--- src/rtl/shift_add_mult4_pkg.sv ---
// Shared definitions for the shift-add multiplier sequencer.
// State encodings and step count live here so all blocks agree.
package shift_add_mult4_pkg;

  typedef enum logic [1:0] {
    IDLE = 2'b00,
    CALC = 2'b01,
    DONE = 2'b10
  } stateT;

  localparam int unsigned STEPS = 4;
  localparam int unsigned CNT_W = 3;
  localparam logic [CNT_W-1:0] LAST_STEP = CNT_W'(STEPS - 1);

endpackage

--- src/rtl/shift_add_mult4_adder.sv ---
// 4-bit ripple-carry adder built from gate-level full-adder cells.
// Used as the sole accumulate path of the multiplier.
module fullAdder4Bits (
  input  logic [3:0] a,
  input  logic [3:0] b,
  input  logic       carryIn,
  output logic [3:0] sum,
  output logic       carryOut
);

  logic [4:0] c;

  assign c[0] = carryIn;

  for (genvar i = 0; i < 4; i++) begin : gBit
    assign sum[i]   = a[i] ^ b[i] ^ c[i];
    assign c[i+1]   = (a[i] & b[i]) | (c[i] & (a[i] ^ b[i]));
  end

  assign carryOut = c[4];

endmodule

--- src/rtl/shift_add_mult4.sv ---
// 4x4 unsigned sequential multiplier: one add-shift step per cycle.
// IDLE -> CALC (4 steps) -> DONE (one-cycle pulse) -> IDLE.
module shift_add_mult4
  import shift_add_mult4_pkg::*;
(
  input  logic       clk,
  input  logic       reset,
  input  logic       start,
  input  logic [3:0] inA,
  input  logic [3:0] inB,
  output logic       busy,
  output logic       done,
  output logic [7:0] product
);

  stateT state;
  stateT stateNext;

  logic [3:0]       m;
  logic [3:0]       q;
  logic [3:0]       acc;
  logic [CNT_W-1:0] cnt;

  logic [3:0] addend;
  logic [3:0] sum;
  logic       carry;

  logic accept;

  assign accept = (state == IDLE) && start;
  assign addend = q[0] ? m : 4'h0;

  fullAdder4Bits uAdd (
    .a        (acc),
    .b        (addend),
    .carryIn  (1'b0),
    .sum      (sum),
    .carryOut (carry)
  );

  always_ff @(posedge clk) begin
    if (reset) state <= IDLE;
    else       state <= stateNext;
  end

  always_comb begin
    stateNext = state;
    busy      = 1'b0;
    done      = 1'b0;
    unique case (state)
      IDLE: begin
        if (start) stateNext = CALC;
      end
      CALC: begin
        busy = 1'b1;
        if (cnt == LAST_STEP) stateNext = DONE;
      end
      DONE: begin
        busy      = 1'b1;
        done      = 1'b1;
        stateNext = IDLE;
      end
      default: stateNext = IDLE;
    endcase
  end

  // Carry-out becomes the new acc MSB after the right shift.
  always_ff @(posedge clk) begin
    if (reset) begin
      m   <= '0;
      q   <= '0;
      acc <= '0;
      cnt <= '0;
    end else if (accept) begin
      m   <= inA;
      q   <= inB;
      acc <= '0;
      cnt <= '0;
    end else if (state == CALC) begin
      acc <= {carry, sum[3:1]};
      q   <= {sum[0], q[3:1]};
      cnt <= cnt + CNT_W'(1);
    end
  end

  assign product = {acc, q};

endmodule

--- config.mk ---
export PLATFORM = sky130hd
export DESIGN_NAME = shift_add_mult4
export DESIGN_NICKNAME = d
export VERILOG_FILES = /design/src/rtl/shift_add_mult4_pkg.sv /design/src/rtl/shift_add_mult4_adder.sv /design/src/rtl/shift_add_mult4.sv
export SDC_FILE = /design/constraint.sdc
export NUM_CORES = 1
export LEC_CHECK = 0
export BUFFER_PORTS_ARGS = -buffer_cell sky130_fd_sc_hd__buf_2
export CAP_MARGIN = 20
export CORE_UTILIZATION = 50
export DETAILED_ROUTE_END_ITERATION = 8
export PLACE_DENSITY = 0.76
export REMOVE_ABC_BUFFERS = 1
export SYNTH_ARGS = -nofsm -noshare
export SYNTH_HDL_FRONTEND = slang
export SYNTH_SLANG_ARGS = --single-unit
--- constraint.sdc ---
create_clock -name clk -period 2.4 [get_ports clk]
set_input_delay 0.48 -clock clk [delete_from_list [all_inputs] [get_ports clk]]
set_output_delay 0.48 -clock clk [all_outputs]
set_load 0.01 [all_outputs]
==> summary.md <==
| Metric | Value |
|---|---|
| Synth Warn # | 0 |
| RSZ-0062 raised after global routing | no |
| Vias per cell | approximately 5.1 |
| Vias | about 660 |
| Max VDD drop | 0.508 mV |
| Max Transition Viols Final | 0 |
| Max incr delay on CP | ~0.43 ns |
| Row count | 14 |
| IO buf count | 20 |
| Antenna violations before repair | 0 |
| Avg Cell Area, Syn | 9.66 um^2 |
| DRT Pass-1 Iters | 4 |
| 1st-iter DRT viols | 8 |
| Crit-path max FO | 6 |
| Post-route antenna net violation count | 0 |
| GR Util All Layers | 17.2% |
| Finished Core Util | around 64% |
| Crit path DAT | around 2.3 ns |
| Drt drc | 0 |
| Final period utilization | 86.2% |
| Vias in the first global route | 597 |
| Core box area | roughly 0.0016 mm^2 |
| Post-CTS Hold Buffers | 0 |
| Top-count cell post-synth | dfxtp_1 |
| FFs w/ async S/R, synth | 0% |
| Clk buf depth | 2 |
| Setup TNS | 0 ns |
| Yosys reg bits | 17 |
| Crit end category | register |
| Slew HR | ~50% |
| Register area share after synthesis | around two fifths |
| Final setup fails | 0 |
| H-tree depth | 1 |
| Post-synthesis cell count | 92 |
| Slew @ Worst Pin | around 0.73 ns |
| CTS Buf Count | 3 |
| Initial Utilization | 56.3% |
| Lkg Pwr | 0.433 nW |
| Critical path cell sequence | and2_1 > ha_1 > inv_1 > fa_1 > inv_1 > fa_1 > inv_1 > fa_1 > a211oi_1 |
| Post-synthesis cell area | about 890 um^2 |
| Final hold vios | 0 |
| Final min period | between 2 and 2.5 ns |
| Nets | between 100 and 150 |
| Post-CTS Setup Inserts | 0 |
| Fmax | ~0.48 GHz |
| Sink Count | 17 |
| Synth top area share | 38.3% |
| CTS clk-pin slew, worst paths | approximately 0.1 ns |
| Max Cap Violations | 0 |
| Req. time, crit path | about 2.6 ns |
| Startpoint Class | register |
| Slowest cell on crit path | fa_1 |
| Post-synth EDFFs | 0 |
| Synth top cells by count | dfxtp_1, nor2_1, inv_1 |
| Worst Path Buf+Inv | 3 |
| Final setup skew | a little over 0.008 ns |
| Hold crit path type | in -> reg |
| First-pass GRT wire length | about 2.4 mm |
| Final RePlAce weighted congestion | ~0.7 |
| Setup Crit Path Kind | reg -> reg |
| Worst hold margin | ~0.44 ns |
| Share of cells above drive strength 1 | 26.8% |
| Grt ovf | 0 |
| Power per cell area | roughly 800 mW/mm^2 |
| Status | finished clean |
| Post-CTS sizing | 0 |
| Area leader, netlist | dfxtp_1 |
| Ranking of synthesized cells by area | dfxtp_1, ha_1, mux2i_1, fa_1, a211oi_2 |
| DP HPWL | approximately 1.1 mm |
| Drt wl/cell | approximately 11 um |
| Ant diodes | 0 |
| Most common flop cell mapped by yosys | dfxtp_1 |
| Synth unique cells | 21 |
| Die width | ~44 um |
| Die H | about 44 um |
| Area growth syn-to-layout | 13.0% |
| Final wirelength | 1.39 mm |
| CP top delay family | adder cells |
| Largest net degree at the start of global routing | 18 |
| Clock root cell | clkbuf_4 |
| Die area | between 0.0015 and 0.002 mm^2 |
| Io pins | 21 |
| Clk_lat worst skew | about 0.28 ns |
| CTS tree | built |
==> flip-flops by register name (all words and copies together), names as in the netlist <==
register	flops
acc	4
q	4
m	4
cnt	3
state	2
==> worst paths after layout <==
| path | from | slack, ns | cells past startpoint | end |
|---|---|---|---|---|
| setup / recovery | q[0]$_SDFFE_PP0P_ | 0.33 | 9 | acc[2]$_SDFFE_PP0P_ |
| hold / removal | inA[3] | 0.44 | 3 | m[3]$_SDFFE_PP0P_ |
| setup reg to reg | q[0]$_SDFFE_PP0P_ | 0.33 | 9 | acc[2]$_SDFFE_PP0P_ |
| hold reg to reg | m[3]$_SDFFE_PP0P_ | 0.47 | 2 | m[3]$_SDFFE_PP0P_ |
==> layout by cell type, fill, tap and decap left out, drive strengths merged <==
| cell type | n |
|---|---|
| a211oi | 8 |
| a21oi | 5 |
| and2 | 2 |
| buf | 20 |
| clkbuf | 4 |
| dfxtp | 17 |
| fa | 3 |
| ha | 7 |
| inv | 9 |
| mux2i | 7 |
| nand2 | 7 |
| nand2b | 3 |
| nand3 | 4 |
| nor2 | 12 |
| nor2b | 1 |
| nor3b | 1 |
| o21ai | 1 |
| xnor2 | 1 |
==> area by class of cell <==
class,count,area [um^2]
clock buffer,4,26.3
inverter,9,33.8
multi-input combinational,62,483
tap,16,20.0
sequential,17,340
fill,142,573
timing repair buffer,20,100
==> power breakdown <==
group | leakage [nW] | switching [W] | internal [W]
sequential | 0.139 | 0.0000333 | 0.000329
combinational | 0.279 | 0.000164 | 0.000126
clock | 0.0150 | 0.0000842 | 0.0000644
==> metrics by stage <==
stage               instance area (um^2)  std cells  power (W)  setup slack (ns)
floorplan                            857         88   0.000584             0.371
global placement                     977        124   0.000654             0.394
detailed placement                   977        124   0.000662             0.319
CTS                                 1000        128   0.000810             0.304
global route                        1000        128   0.000865             0.163
finish                              1000        128   0.000801             0.331
==> per-layer routing <==
layer	global-route usage [%]	part of all wire, %	up-vias
met5	0	0	-
met4	7.27	1.0	0
met2	26.8	47	13
met3	4.90	3.7	2
li1	-	-	342
met1	22.5	48	301
==> worst reg2reg max path: cells and delay by family, from the launching register on <==
family / cells / cell delay [ns]
buf+inv: 3 / 0.16
compound gates: 1 / 0.22
fa+ha+maj: 4 / 1.07
flops: 1 / 0.40
simple gates: 1 / 0.16
==> cells by family (layout without fill, tap and decap cells) <==
kind of cell / Yosys count / in the layout / synth area share [%]
adder cells (fa/ha/maj): 10 / 10 / 16.6
XOR/XNOR: 1 / 1 / 0.986
buffers and inverters: 13 / 33 / 7.32
flip-flops: 17 / 17 / 38.3
AND/OR/NAND/NOR: 30 / 30 / 16.5
multiplexers: 7 / 7 / 7.89
AO/OA/AOI/OAI: 14 / 14 / 12.4
Power figures use the tool's default switching activity.
